==> config.mk <==
export PLATFORM = sky130hd
export DESIGN_NAME = rf_access_ctrl
export DESIGN_NICKNAME = d
export VERILOG_FILES = /design/src/rtl/rf_ctrl_pkg.sv /design/src/rtl/rf_rr_arb.sv /design/src/rtl/rf_access_ctrl.sv
export SDC_FILE = /design/constraint.sdc
export NUM_CORES = 1
export LEC_CHECK = 0
export CELL_PAD_IN_SITES_DETAIL_PLACEMENT = 2
export CELL_PAD_IN_SITES_GLOBAL_PLACEMENT = 2
export CORE_ASPECT_RATIO = 1.25
export CORE_UTILIZATION = 18
export DETAILED_ROUTE_END_ITERATION = 16
export GPL_ROUTABILITY_DRIVEN = 0
export HOLD_SLACK_MARGIN = 0.05
export PLACE_DENSITY_LB_ADDON = 0.1
export SLEW_MARGIN = 20
export SYNTH_ARGS = -nofsm -noshare
export SYNTH_HDL_FRONTEND = slang
export SYNTH_SLANG_ARGS = --single-unit
==> constraint.sdc <==
create_clock -name clk -period 1.1 [get_ports clk]
set_input_delay 0.11 -clock clk [delete_from_list [all_inputs] [get_ports clk]]
set_output_delay 0.11 -clock clk [all_outputs]
set_load 0.02 [all_outputs]
==> src/rtl/rf_ctrl_pkg.sv <==
// Shared types and constants for the register-file access controller.
// Holds the FSM state enum, op and requester encodings, default sizes.
package rf_ctrl_pkg;

    localparam int DEF_WIDTH = 3;
    localparam int DEF_NREG  = 4;

    typedef enum logic [1:0] {
        ST_IDLE,
        ST_EXEC,
        ST_DONE
    } state_t;

    localparam logic OP_READ  = 1'b0;
    localparam logic OP_WRITE = 1'b1;

    localparam logic ID_A = 1'b0;
    localparam logic ID_B = 1'b1;

endpackage

==> src/rtl/rf_rr_arb.sv <==
// Combinational 2-way round-robin pick between requesters A and B.
// Ports: req_a, req_b, last (last served id) -> valid, winner (id).
module rf_rr_arb
    import rf_ctrl_pkg::*;
(
    input  logic req_a,
    input  logic req_b,
    input  logic last,
    output logic valid,
    output logic winner
);

    always_comb begin
        valid  = req_a | req_b;
        winner = ID_A;
        if (req_a && req_b) begin
            // on a tie the one not served last goes first
            winner = (last == ID_A) ? ID_B : ID_A;
        end else if (req_b) begin
            winner = ID_B;
        end
    end

endmodule

==> src/rtl/rf_access_ctrl.sv <==
// Two-port round-robin access controller for an external register bank.
// Ports: clk, reset (sync, active-low); per-requester req/op/addr/wdata
// in, gnt/done out; shared rdata; busy; bank side rf_sel, rf_din, rf_q.
module rf_access_ctrl
    import rf_ctrl_pkg::*;
#(
    parameter int WIDTH = DEF_WIDTH,
    parameter int NREG  = DEF_NREG,
    parameter int AW    = $clog2(NREG)
) (
    input  logic                  clk,
    input  logic                  reset,
    input  logic                  req_a,
    input  logic                  req_b,
    input  logic                  op_a,
    input  logic                  op_b,
    input  logic [AW-1:0]         addr_a,
    input  logic [AW-1:0]         addr_b,
    input  logic [WIDTH-1:0]      wdata_a,
    input  logic [WIDTH-1:0]      wdata_b,
    output logic                  gnt_a,
    output logic                  gnt_b,
    output logic                  done_a,
    output logic                  done_b,
    output logic [WIDTH-1:0]      rdata,
    output logic                  busy,
    output logic [NREG-1:0]       rf_sel,
    output logic [WIDTH-1:0]      rf_din,
    input  logic [NREG*WIDTH-1:0] rf_q
);

    state_t state;
    state_t state_nx;

    logic             win_q;
    logic             op_q;
    logic             last_q;
    logic [AW-1:0]    addr_q;
    logic [WIDTH-1:0] wdata_q;
    logic [WIDTH-1:0] rdata_q;

    logic arb_valid;
    logic arb_win;

    rf_rr_arb u_arb (
        .req_a  (req_a),
        .req_b  (req_b),
        .last   (last_q),
        .valid  (arb_valid),
        .winner (arb_win)
    );

    always_ff @(posedge clk) begin
        if (!reset) begin
            state   <= ST_IDLE;
            win_q   <= ID_A;
            op_q    <= OP_READ;
            last_q  <= ID_B;
            addr_q  <= '0;
            wdata_q <= '0;
            rdata_q <= '0;
        end else begin
            state <= state_nx;
            if (state == ST_IDLE && arb_valid) begin
                win_q   <= arb_win;
                op_q    <= (arb_win == ID_B) ? op_b    : op_a;
                addr_q  <= (arb_win == ID_B) ? addr_b  : addr_a;
                wdata_q <= (arb_win == ID_B) ? wdata_b : wdata_a;
            end
            if (state == ST_EXEC && op_q == OP_READ) begin
                rdata_q <= rf_q[int'(addr_q)*WIDTH +: WIDTH];
            end
            if (state == ST_DONE) begin
                last_q <= win_q;
            end
        end
    end

    always_comb begin
        state_nx = state;
        gnt_a    = 1'b0;
        gnt_b    = 1'b0;
        done_a   = 1'b0;
        done_b   = 1'b0;
        rf_sel   = '0;
        rf_din   = '0;
        unique case (state)
            ST_IDLE: begin
                if (arb_valid) state_nx = ST_EXEC;
            end
            ST_EXEC: begin
                gnt_a = (win_q == ID_A);
                gnt_b = (win_q == ID_B);
                if (op_q == OP_WRITE) begin
                    rf_sel[addr_q] = 1'b1;
                    rf_din         = wdata_q;
                end
                state_nx = ST_DONE;
            end
            ST_DONE: begin
                done_a   = (win_q == ID_A);
                done_b   = (win_q == ID_B);
                state_nx = ST_IDLE;
            end
            default: state_nx = ST_IDLE;
        endcase
    end

    assign busy  = (state != ST_IDLE);
    assign rdata = rdata_q;

endmodule
Word-level counts from Yosys, hierarchy flattened:

Index checks and enable logic that the tools add are counted.
W data, S select, Z words.

* register bits: 13
* latch bits: 0
* RAM bits: 0
* bits in read-only memories: 0
* bits of input ports: 28
* output and inout port bits: 15
* memories kept: 0

* $add $sub $neg: 0
* multipliers: 1
* div/mod/pow operators: 0
* order comparisons: 2
* eq/ne operators: 3
* shift-type cells: 1
* mux-type cells: 18
* bitwise gates (word level): 3
* reduce and logical (&&, ||, !) cells: 6

Operators by type and width (number)
* $shiftx A12 B5 Y3: 1
* $mux W1: 9
* $mux W3: 3
* $mux W4: 2
* $logic_and A1 B1 Y1: 4
* $mul A2 B2 Y4 const B: 1
* $mux W2: 2
* $pmux W2 S2: 1
* $lt A2 B3 Y1 const B: 1
* $demux W1 S2: 1
* $eq A2 B1 Y1 const B: 1
* $eq A2 B2 Y1 const B: 1
* $ge A2 B1 Y1 const B: 1
* $logic_not A2 Y1: 1
* $ne A2 B2 Y1 const B: 1
* $not A1 Y1: 2
* $reduce_bool A2 Y1: 1
* $or A1 B1 Y1: 1

Depth between registers and ports, before layout:

Gate-level depths: netlist of the first run.

* word-level depth: 6
* mapped depth: 4
* depth with buffers taken out: 4

By module:

Synthesis of the first run repeated with hierarchy kept, for this count alone.

* cell total of the unflattened synthesis: 75
* area, all modules: 729.4 um^2

By module, submodules not included
* rf_access_ctrl: instances 1, cells each 73, area each 715.7 um^2, seq. area each 260.2 um^2
* rf_rr_arb: instances 1, cells each 2, area each 13.8 um^2, seq. area each 0.0 um^2

Worst setup path before layout of the first run:

OpenSTA, ideal clock, no wires.

* path type: register to output
* from: register state[0]
* to: output port rf_sel[0]
* arrival: 1.193 ns
* slack: -0.203 ns
* cell stages (with the launch flop): 4
* buffers on the path: 0
* path through: dfxtp_1 nor2b_1 nand2_1 nor3_1

* word-level cells in the longest chain between the ends: 2

RTL lines
* start, declared: line rf_access_ctrl.sv:32 `state_t state;`
* start signal, assigned: line rf_access_ctrl.sv:63 `state <= state_nx;`
* $eq A2 B1 Y1: line rf_access_ctrl.sv:87 `unique case (state)`
* $mux W4: line rf_access_ctrl.sv:87
* end, declared: line rf_access_ctrl.sv:27 `output logic [NREG-1:0] rf_sel,`

No other way between the ends.

Worst setup path after layout of the first run:

* from: register state[0]
* to: output port rf_sel[3]

Same word-level chain as after synthesis.

==> results of run 1 <==
worst reg2reg max path, cell delays in order (launching register included):
cell and delay, ps:
dfxtp_4 380, buf_6 120, mux4_2 500, nand3_2 80, o21ai_1 60
stage by stage:
stage,util (%),hold slack [ps]
2_1_floorplan,-,322
3_3_place_gp,36.0,436
3_5_place_dp,36.0,448
4_1_cts,38.2,456
5_1_grt,40.2,487
6_report,40.2,456
per-layer routing:
layer | vias to the layer above | global-route usage [%] | routed length (um)
met4 | 0 | 6.35 | 46
met1 | 393 | 14.0 | 975
li1 | 402 | - | -
met2 | 22 | 26.3 | 1620
met5 | - | 0 | 0
met3 | 4 | 2.11 | 74
cells by family (layout without fill, tap and decap cells):
family	after synthesis	after routing
compound gates	19	19
buf+inv	7	69
flops	13	13
mux	9	9
simple gates	29	29
registers in the layout, summed over array words and instances, names as in the netlist:
register  cells
last_q        1
addr_q        2
win_q         1
state         2
op_q          1
rdata         3
wdata_q       3
power breakdown:
part | internal, uW | switching, uW | total [uW]
Combinational | 332 | 248 | 580
Sequential | 517 | 42.3 | 559
Clock | 256 | 185 | 441
Total | 1110 | 475 | 1580
cell type report:
| class | count | area (um2) | share of cell area, % |
|---|---|---|---|
| clock buffers | 4 | 45.0 | 2.91 |
| inverters | 4 | 15.0 | 0.970 |
| multi-input cells | 57 | 548 | 35.4 |
| flip-flops and latches | 13 | 269 | 17.4 |
| well taps | 54 | 67.6 | 4.37 |
| repair buffers | 61 | 603 | 39.0 |
what timing repair did:
action,4_1_cts,5_1_grt
resized for setup,84,16
hold buffers,0,0
setup endpoints to repair,26,24
buffers inserted,0,2
pin swaps,9,9
path summary, 6_finish.rpt:
check	from	endpoint	depth (start not counted)
min reg2reg	rdata[1]	rdata[1]	2
max	state[0]	rf_sel[3]	4
max reg2reg	addr_q[0]	rdata[2]	4
min	rdata[1]	rdata[1]	2
Yosys cell counts:
master | n | area, um2
or2_1 | 1 | 6.26
a21oi_1 | 7 | 35.0
and3_1 | 3 | 18.8
nor3_1 | 3 | 15.0
and2_1 | 3 | 18.8
nor2_2 | 1 | 6.26
nand2b_1 | 1 | 6.26
a211oi_2 | 6 | 75.1
a21boi_4 | 1 | 18.8
mux4_2 | 3 | 67.6
nand3_1 | 4 | 20.0
nand2_1 | 5 | 18.8
inv_2 | 2 | 7.51
nor2b_1 | 1 | 6.26
inv_1 | 2 | 7.51
mux2i_1 | 6 | 60.1
o21ai_1 | 4 | 20.0
nor2_4 | 1 | 11.3
dfxtp_1 | 13 | 260
nor2_1 | 5 | 18.8
clkbuf_1 | 1 | 3.75
buf_6 | 1 | 11.3
a211o_1 | 1 | 8.76
buf_1 | 1 | 3.75
nor3b_2 | 1 | 12.5
==> impl_metrics.yaml, run 1 <==
synth:
  ys_seq_area_share_pct: 35.3
  synth_warnings: 0
  synthMuxAreaShare_pct: 17.3
  synth_simple_gate_area_share_pct: 21.5
  synth_compound_area_share_pct: 21.4
  avgSynthCellArea_um2: 9.59
  synth_top_family_by_area: "simple AND/OR/NAND/NOR gates"
  syn_nets: 105
  synth_xor_area_share_pct: 0
  synthAdderAreaFrac_pct: 0
  ys_seq_elements: 13
  yosys.cell_types.count: 25
  syn_inst: 77
  netlist_area_um2: 738
die:
  start_util_pct: 19.2
  die-width_um: 59.3
  num_io_pins: 43
  dieArea_mm2: 0.00436
  rows: 25
  die_h_um: 73.6
  core_mm2: 0.00385
grt:
  grt_pass1_wl_mm: 4.34
  grt_pass1_vias: 933
  track_usage_pct: 13.7
  overflow: 0
  grt_max_degree: 8
  antenna_found_initial: 0
timing:
  max_freq_mhz: 764
  slew_headroom_pct: 75.1
  period_share_pct: 119
  rsz0062_at_grt: "yes"
  fin_crit_ps: 1310
  worst_pin_slew_ps: 373
  hold_viol: 0
  fin_ws_ps: -208
  finalSetupViolCount: 23
  slew_violations: 0
  skew_ps: 1.02
  fin_setup_tns_ps: -3290
route:
  ant_nets: 0
  remaining_drc_errors: 0
  routed_wl_mm: 2.71
  wire_per_inst_um: 14.0
  vias: 821
  via_per_inst: 4.25
  initialDrtViolationCount: 13
  dr.pass1.iters: 3
layout:
  finalInstanceArea_mm2: 0.00155
  fillCellCount: 444
  nets: 168
  layout_commonest_cell: "clkdlybuf4s50_1"
  syn_to_final_growth_pct: 110
  antenna_cells: 0
  drive_gt1_share_pct: 51.8
  layout_common_cells: "clkdlybuf4s50_1 (27), buf_4 (16), buf_6 (13)"
  layout.cells.non_filler: 193
critical_path:
  crit_slowest_cell: "dfxtp_2"
  crit_type: "register to output port"
  critPathCaptureType: "output port"
  path_delay_family: "simple AND/OR/NAND/NOR gates"
  critPathLaunchType: "register"
  path_cells: "nor2b_4, nand3_2, nor2_2, buf_6"
  required_ps: 990
  max_stage_delay_ps: 330
  crit_fanout: 6
  r2r_setup_slack_ps: -150
  worst_ep_arrival_time_ps: 1200
  crit_buf_inv: 1
clock_network:
  clk_pin_slew_ps: 60
  cts_buffer_depth: 2
  cts_tree: "yes"
  cts-root-buf: "clkbuf_8"
  clock_sinks: 13
  h-tree-depth: 1
  numCtsBuffers: 3
  insertion_delay_ps: 240
placed_design:
  dp_hpwl_mm: 2.14
  dp_slack_ps: -489
  place_area_mm2: 0.00139
  dp.cells: 187
  portBuffers: 42
power:
  max-vdd-ir-drop_v: 0.000438
  p_leak_uw: 0.000617
  power_density_mw_per_mm2: 1020
  power.total_uw: 1580
status:
  status: "complete, but fails checks"
  violations: "negative setup slack"
min_path:
  min_path_type: "register to register"
run:
  cap_violations: 0
Power figures use the tool's default switching activity.
==> inputs of run 2 (changes only) <==
--- a/config.mk
+++ b/config.mk
@@ -9,8 +9,10 @@
 export CELL_PAD_IN_SITES_GLOBAL_PLACEMENT = 2
 export CORE_ASPECT_RATIO = 1.25
 export CORE_UTILIZATION = 18
+export CTS_CLUSTER_DIAMETER = 60
 export DETAILED_ROUTE_END_ITERATION = 16
 export GPL_ROUTABILITY_DRIVEN = 0
+export GPL_TIMING_DRIVEN = 0
 export HOLD_SLACK_MARGIN = 0.05
 export PLACE_DENSITY_LB_ADDON = 0.1
 export SLEW_MARGIN = 20
==> run 2 against run 1 <==
- the flow still finishes with violations (negative setup slack)
- critical path depth rose by 1
- cell area down 3.2%
- clock power fell by 3%
- combinational power shrank 5.0%
- clock skew up 1.9 ps
- sequential cell count did not move
- routed wire length decreased by 3.3%
- first-iteration DRC count grew 23%
- non-clock buffer count shrank 7
- register-to-register slack barely moved
- die area stayed put
- sequential share of layout area grew 0.83 points
- largest power group is now registers
==> impl_metrics.yaml, run 2 (synthesis gave the netlist of run 1 again) <==
placed_design:
  place_area_mm2: 0.00124
  portBuffers: 41
  dp.cells: 172
  dp_hpwl_mm: 1.91
critical_path:
  crit_top_cell: "buf_6"
  worst_ep_arrival_time_ps: 1260
  crit_buf_inv: 3
  crit_fanout: 3
  crit_type: "register to output port"
  path_cells: "nor2b_4, buf_12, buf_6, and3_4, buf_6"
  crit_slowest_cell: "dfxtp_4"
  critPathLaunchType: "register"
  path_delay_family: "simple AND/OR/NAND/NOR gates"
  required_ps: 990
  max_stage_delay_ps: 340
  critPathCaptureType: "output port"
min_path:
  min_path_type: "primary input to register"
timing:
  worst_pin_slew_ps: 450
  fin_hold_ws_ps: 265
  finalSetupViolCount: 21
  fin_ws_ps: -274
  rsz0062_at_grt: "yes"
  period_share_pct: 125
  slew_headroom_pct: 69.8
  skew_ps: 2.89
  slew_violations: 0
  fin_crit_ps: 1370
  max_freq_mhz: 728
  hold_viol: 0
die:
  core_mm2: 0.00385
  start_util_pct: 19.2
  die-width_um: 59.3
  die_h_um: 73.6
  num_io_pins: 43
  rows: 25
  dieArea_mm2: 0.00436
grt:
  overflow: 0
  grt_pass1_wl_mm: 4.21
  track_usage_pct: 12.9
  grt_max_degree: 10
  grt_pass1_vias: 886
  antenna_found_initial: 0
run:
  cap_violations: 0
clock_network:
  cts-root-buf: "clkbuf_8"
  h-tree-depth: 1
  cts_buffer_depth: 2
  clock_sinks: 13
  clk_pin_slew_ps: 60
  numCtsBuffers: 3
  insertion_delay_ps: 240
  cts_tree: "yes"
power:
  power_density_mw_per_mm2: 1030
  p_leak_uw: 0.000584
  max-vdd-ir-drop_v: 0.000371
status:
  status: "complete, but fails checks"
  violations: "negative setup slack"
route:
  routed_wl_mm: 2.62
  via_per_inst: 4.22
  wire_per_inst_um: 14.1
  vias: 785
  ant_nets: 0
  initialDrtViolationCount: 16
  remaining_drc_errors: 0
  dr.pass1.iters: 2
layout:
  layout_common_cells: "clkdlybuf4s50_1 (24), buf_6 (13), dfxtp_1 (9)"
  layout.cells.non_filler: 186
  drive_gt1_share_pct: 49.2
  nets: 161
  layout_commonest_cell: "clkdlybuf4s50_1"
  finalInstanceArea_mm2: 0.00150
  syn_to_final_growth_pct: 103
  antenna_cells: 0
==> run 2: cell count changes in the layout (fill, tap and decap cells not counted), moves of 2 or more <==
cell,delta
clkdlybuf4s50_1,-3
dlygate4sd2_1,+2
and3_1,-2
and3_4,+2
mux2i_1,-4
o21ai_2,-3
buf_4,-8
nand3_2,-2
o21ai_1,+3
nor2_4,-2
mux2i_2,+4
==> run 2: final cells by class <==
| type | count | area (um2) |
|---|---|---|
| inverter | 4 | 17.5 |
| tap | 54 | 67.6 |
| multi-input combinational | 57 | 546 |
| fill | 433 | 2350 |
| sequential | 13 | 273 |
| clock buffer | 4 | 45.0 |
| timing repair buffer | 52 | 531 |
| buffer | 2 | 18.8 |
==> run 2: final timing paths <==
check / from / endpoint / slack [ps] / cells after the start
worst min register to register: rdata[0] / rdata[0] / 450 / 2
worst min-delay path: reset / rdata[0] / 260 / 3
worst max register to register: addr_q[1] / rdata[2] / -140 / 3
worst max-delay path: state[0] / rf_din[0] / -270 / 5
==> run 2: tightest hold or removal path: cells and delay by family <==
| kind | cells | cell delay [ps] |
|---|---|---|
| AOI/OAI and AO/OA | 1 | 50 |
| buffers and inverters | 1 | 190 |
| and+or+nand+nor | 1 | 100 |
==> run 2: routing by layer <==
metal | part of all wire, % | track usage (%) | wire (um)
met3 | 3.1 | 2.29 | 82
met1 | 40 | 14.3 | 1040
met2 | 57 | 25.1 | 1480
met5 | 0 | 0 | 0
met4 | 0.50 | 2.38 | 13
==> run 2: repair_timing <==
item                                   CTS  global route
gates resized for setup                 83            22
pin swaps                                9             7
setup endpoints to repair               24            21
endpoints found under the hold margin    0             0
hold buffers                             0             0
buffers inserted                         7             4
==> run 2: where the power goes <==
part	internal (uW)	switching, uW	leakage, uW
Combinational	314	237	0.000453
Clock	255	171	0.0000228
Sequential	516	53.7	0.000109
==> run 2: stage by stage <==
step                      setup TNS, ps  utilization (%)  total power [uW]  setup WS (ps)
final                             -3360             38.9              1550           -274
after CTS                         -3170             35.6              1500           -379
after floorplan                    -273                -               809          -59.2
after detailed placement          -9530             32.3              1010           -721
after global placement            -8930             32.3               998           -662
after global routing              -4600             38.9              1640           -337
==> inputs of run 3 (changes only) <==
--- a/config.mk
+++ b/config.mk
@@ -14,7 +14,8 @@
 export GPL_ROUTABILITY_DRIVEN = 0
 export GPL_TIMING_DRIVEN = 0
 export HOLD_SLACK_MARGIN = 0.05
-export PLACE_DENSITY_LB_ADDON = 0.1
+export PLACE_DENSITY_LB_ADDON = 0.25
+export REMOVE_ABC_BUFFERS = 1
 export SLEW_MARGIN = 20
 export SYNTH_ARGS = -nofsm -noshare
 export SYNTH_HDL_FRONTEND = slang
==> run 3 against run 2 <==
- the run still ends with negative setup slack left
- power fell by 0.11%
- sequential share of layout area decreased by 0.24 points
- global-route usage up 0.33 points
- clock power is 0.9% lower
- clock skew decreased by 1.9 ps
- final cell count grew 2.2%
- utilization grew 0.52 points
- combinational power decreased by 1%
- count of clock-buffer cells in the layout is 1 lower
- hold slack gained 150 ps
- cell area rose by 1.3%
- non-clock buffer count up 4
==> impl_metrics.yaml, run 3 (synthesis gave the netlist of run 1 again) <==
status:
  status: "complete, but fails checks"
  violations: "negative setup slack"
clock_network:
  cts_buffer_depth: 2
  h-tree-depth: 1
  clk_pin_slew_ps: 60
  cts_tree: "yes"
  cts-root-buf: "clkbuf_8"
  numCtsBuffers: 3
  insertion_delay_ps: 240
  clock_sinks: 13
  cts_hold_buf: 0
timing:
  rsz0062_at_grt: "yes"
  slew_headroom_pct: 63.6
  fin_crit_ps: 1360
  period_share_pct: 124
  worst_pin_slew_ps: 544
  max_freq_mhz: 735
  skew_ps: 1.01
  hold_viol: 0
  fin_hold_ws_ps: 414
  fin_setup_tns_ps: -3720
  fin_ws_ps: -260
  finalSetupViolCount: 24
  slew_violations: 0
min_path:
  min_from: "reset"
  hold_depth: 3
  min_path_type: "primary input to register"
  whs_endpoint: "rdata[1]"
layout:
  drive_gt1_share_pct: 52.9
  antenna_cells: 0
  layout_commonest_cell: "clkdlybuf4s50_1"
  syn_to_final_growth_pct: 106
  nets: 165
  layout_common_cells: "clkdlybuf4s50_1 (24), buf_6 (14), buf_4 (13)"
  fillCellCount: 435
  seq_area_um2: 273
  multiInputGateArea_um2: 546
  finalInstanceArea_mm2: 0.00152
critical_path:
  worst_ep_arrival_time_ps: 1250
  rr_worst_depth: 7
  required_ps: 990
  crit_top_cell: "buf_6"
  crit_fanout: 4
  max_stage_delay_ps: 330
  critPathCaptureType: "output port"
  critPathLaunchType: "register"
  critPathLaunch: "state[0]"
  r2r_setup_slack_ps: -160
  crit_slowest_cell: "dfxtp_2"
  path_cells: "nor2b_4, buf_6, buf_6, and3_4, buf_6"
  worstReg2RegEnd: "win_q"
  r2r_start: "state[1]"
  crit_type: "register to output port"
placed_design:
  dp_hpwl_mm: 1.79
  portBuffers: 42
  place_area_mm2: 0.00121
die:
  core_mm2: 0.00385
  dieArea_mm2: 0.00436
  num_io_pins: 43
  die_h_um: 73.6
  start_util_pct: 19.2
  rows: 25
  die-width_um: 59.3
route:
  dr.pass1.iters: 4
  initialDrtViolationCount: 15
  ant_nets: 0
  vias: 818
  remaining_drc_errors: 0
  via_per_inst: 4.31
  routed_wl_mm: 2.70
  wire_per_inst_um: 14.2
grt:
  grt_max_degree: 10
  overflow: 0
  grt_pass1_wl_mm: 4.39
  antenna_found_initial: 0
  track_usage_pct: 13.2
  grt_pass1_vias: 913
run:
  cap_violations: 0
power:
  p_leak_uw: 0.000616
  power_density_mw_per_mm2: 1020
  max-vdd-ir-drop_v: 0.000687
-- run 3: changes by cell type in the layout (fill, tap and decap cells not counted), sizes merged --
cell / previous run / this run
buf: 24 / 28
clkinv: 0 / 1
dlygate4sd2: 5 / 6
clkbuf: 5 / 3
-- run 3: worst max path at each step --
stage	to	cells past startpoint	slack, ps
after detailed placement	rf_sel[1]	4	-850
final	rf_din[1]	5	-260
after global routing	rf_din[1]	5	-330
after floorplan	rf_sel[0]	3	-200
after global placement	rf_sel[1]	4	-750
after CTS	rf_sel[1]	5	-280
-- run 3: layout make-up --
cell class | instances | area share [%]
Clock buffer | 3 | 2.72
Clock inverter | 1 | 0.330
Multi-Input combinational cell | 57 | 35.9
Inverter | 4 | 1.15
Timing Repair Buffer | 58 | 37.4
Sequential cell | 13 | 18.0
Tap cell | 54 | 4.45
-- run 3: worst max-delay path, delay by kind of cell, from the launching register on --
kind                   cells  cell delay, ps
DFF                        1             330
buffers and inverters      3             340
and+or+nand+nor            2             340
-- run 3: power by group --
group          switching [uW]  internal (uW)  total (uW)  leakage, uW
clock                     173            250         422    0.0000255
sequential               59.3            520         579     0.000110
combinational             233            310         543     0.000481
-- run 3: metal layers --
metal	vias up	global-route usage [%]	share of wire, %
met2	28	25.1	55
met5	-	0	0
li1	397	-	-
met3	2	2.46	4.6
met1	391	15.1	40
met4	0	2.38	0.26
-- run 3: timing repair --
item                                    CTS  global route
hold endpoints to repair                  0             0
buffers inserted                         11             5
pin swaps                                10            10
endpoints found under the setup margin   26            23
gates resized for setup                  99            16
-- run 3: per-stage QoR --
step	instances	setup WS, ps	utilization [%]	power [uW]
floorplan	74	-203	-	782
finish	190	-260	39.4	1540
CTS	185	-283	36.9	1510
detailed placement	170	-851	31.4	990
global placement	170	-748	31.4	977
global route	190	-325	39.4	1630
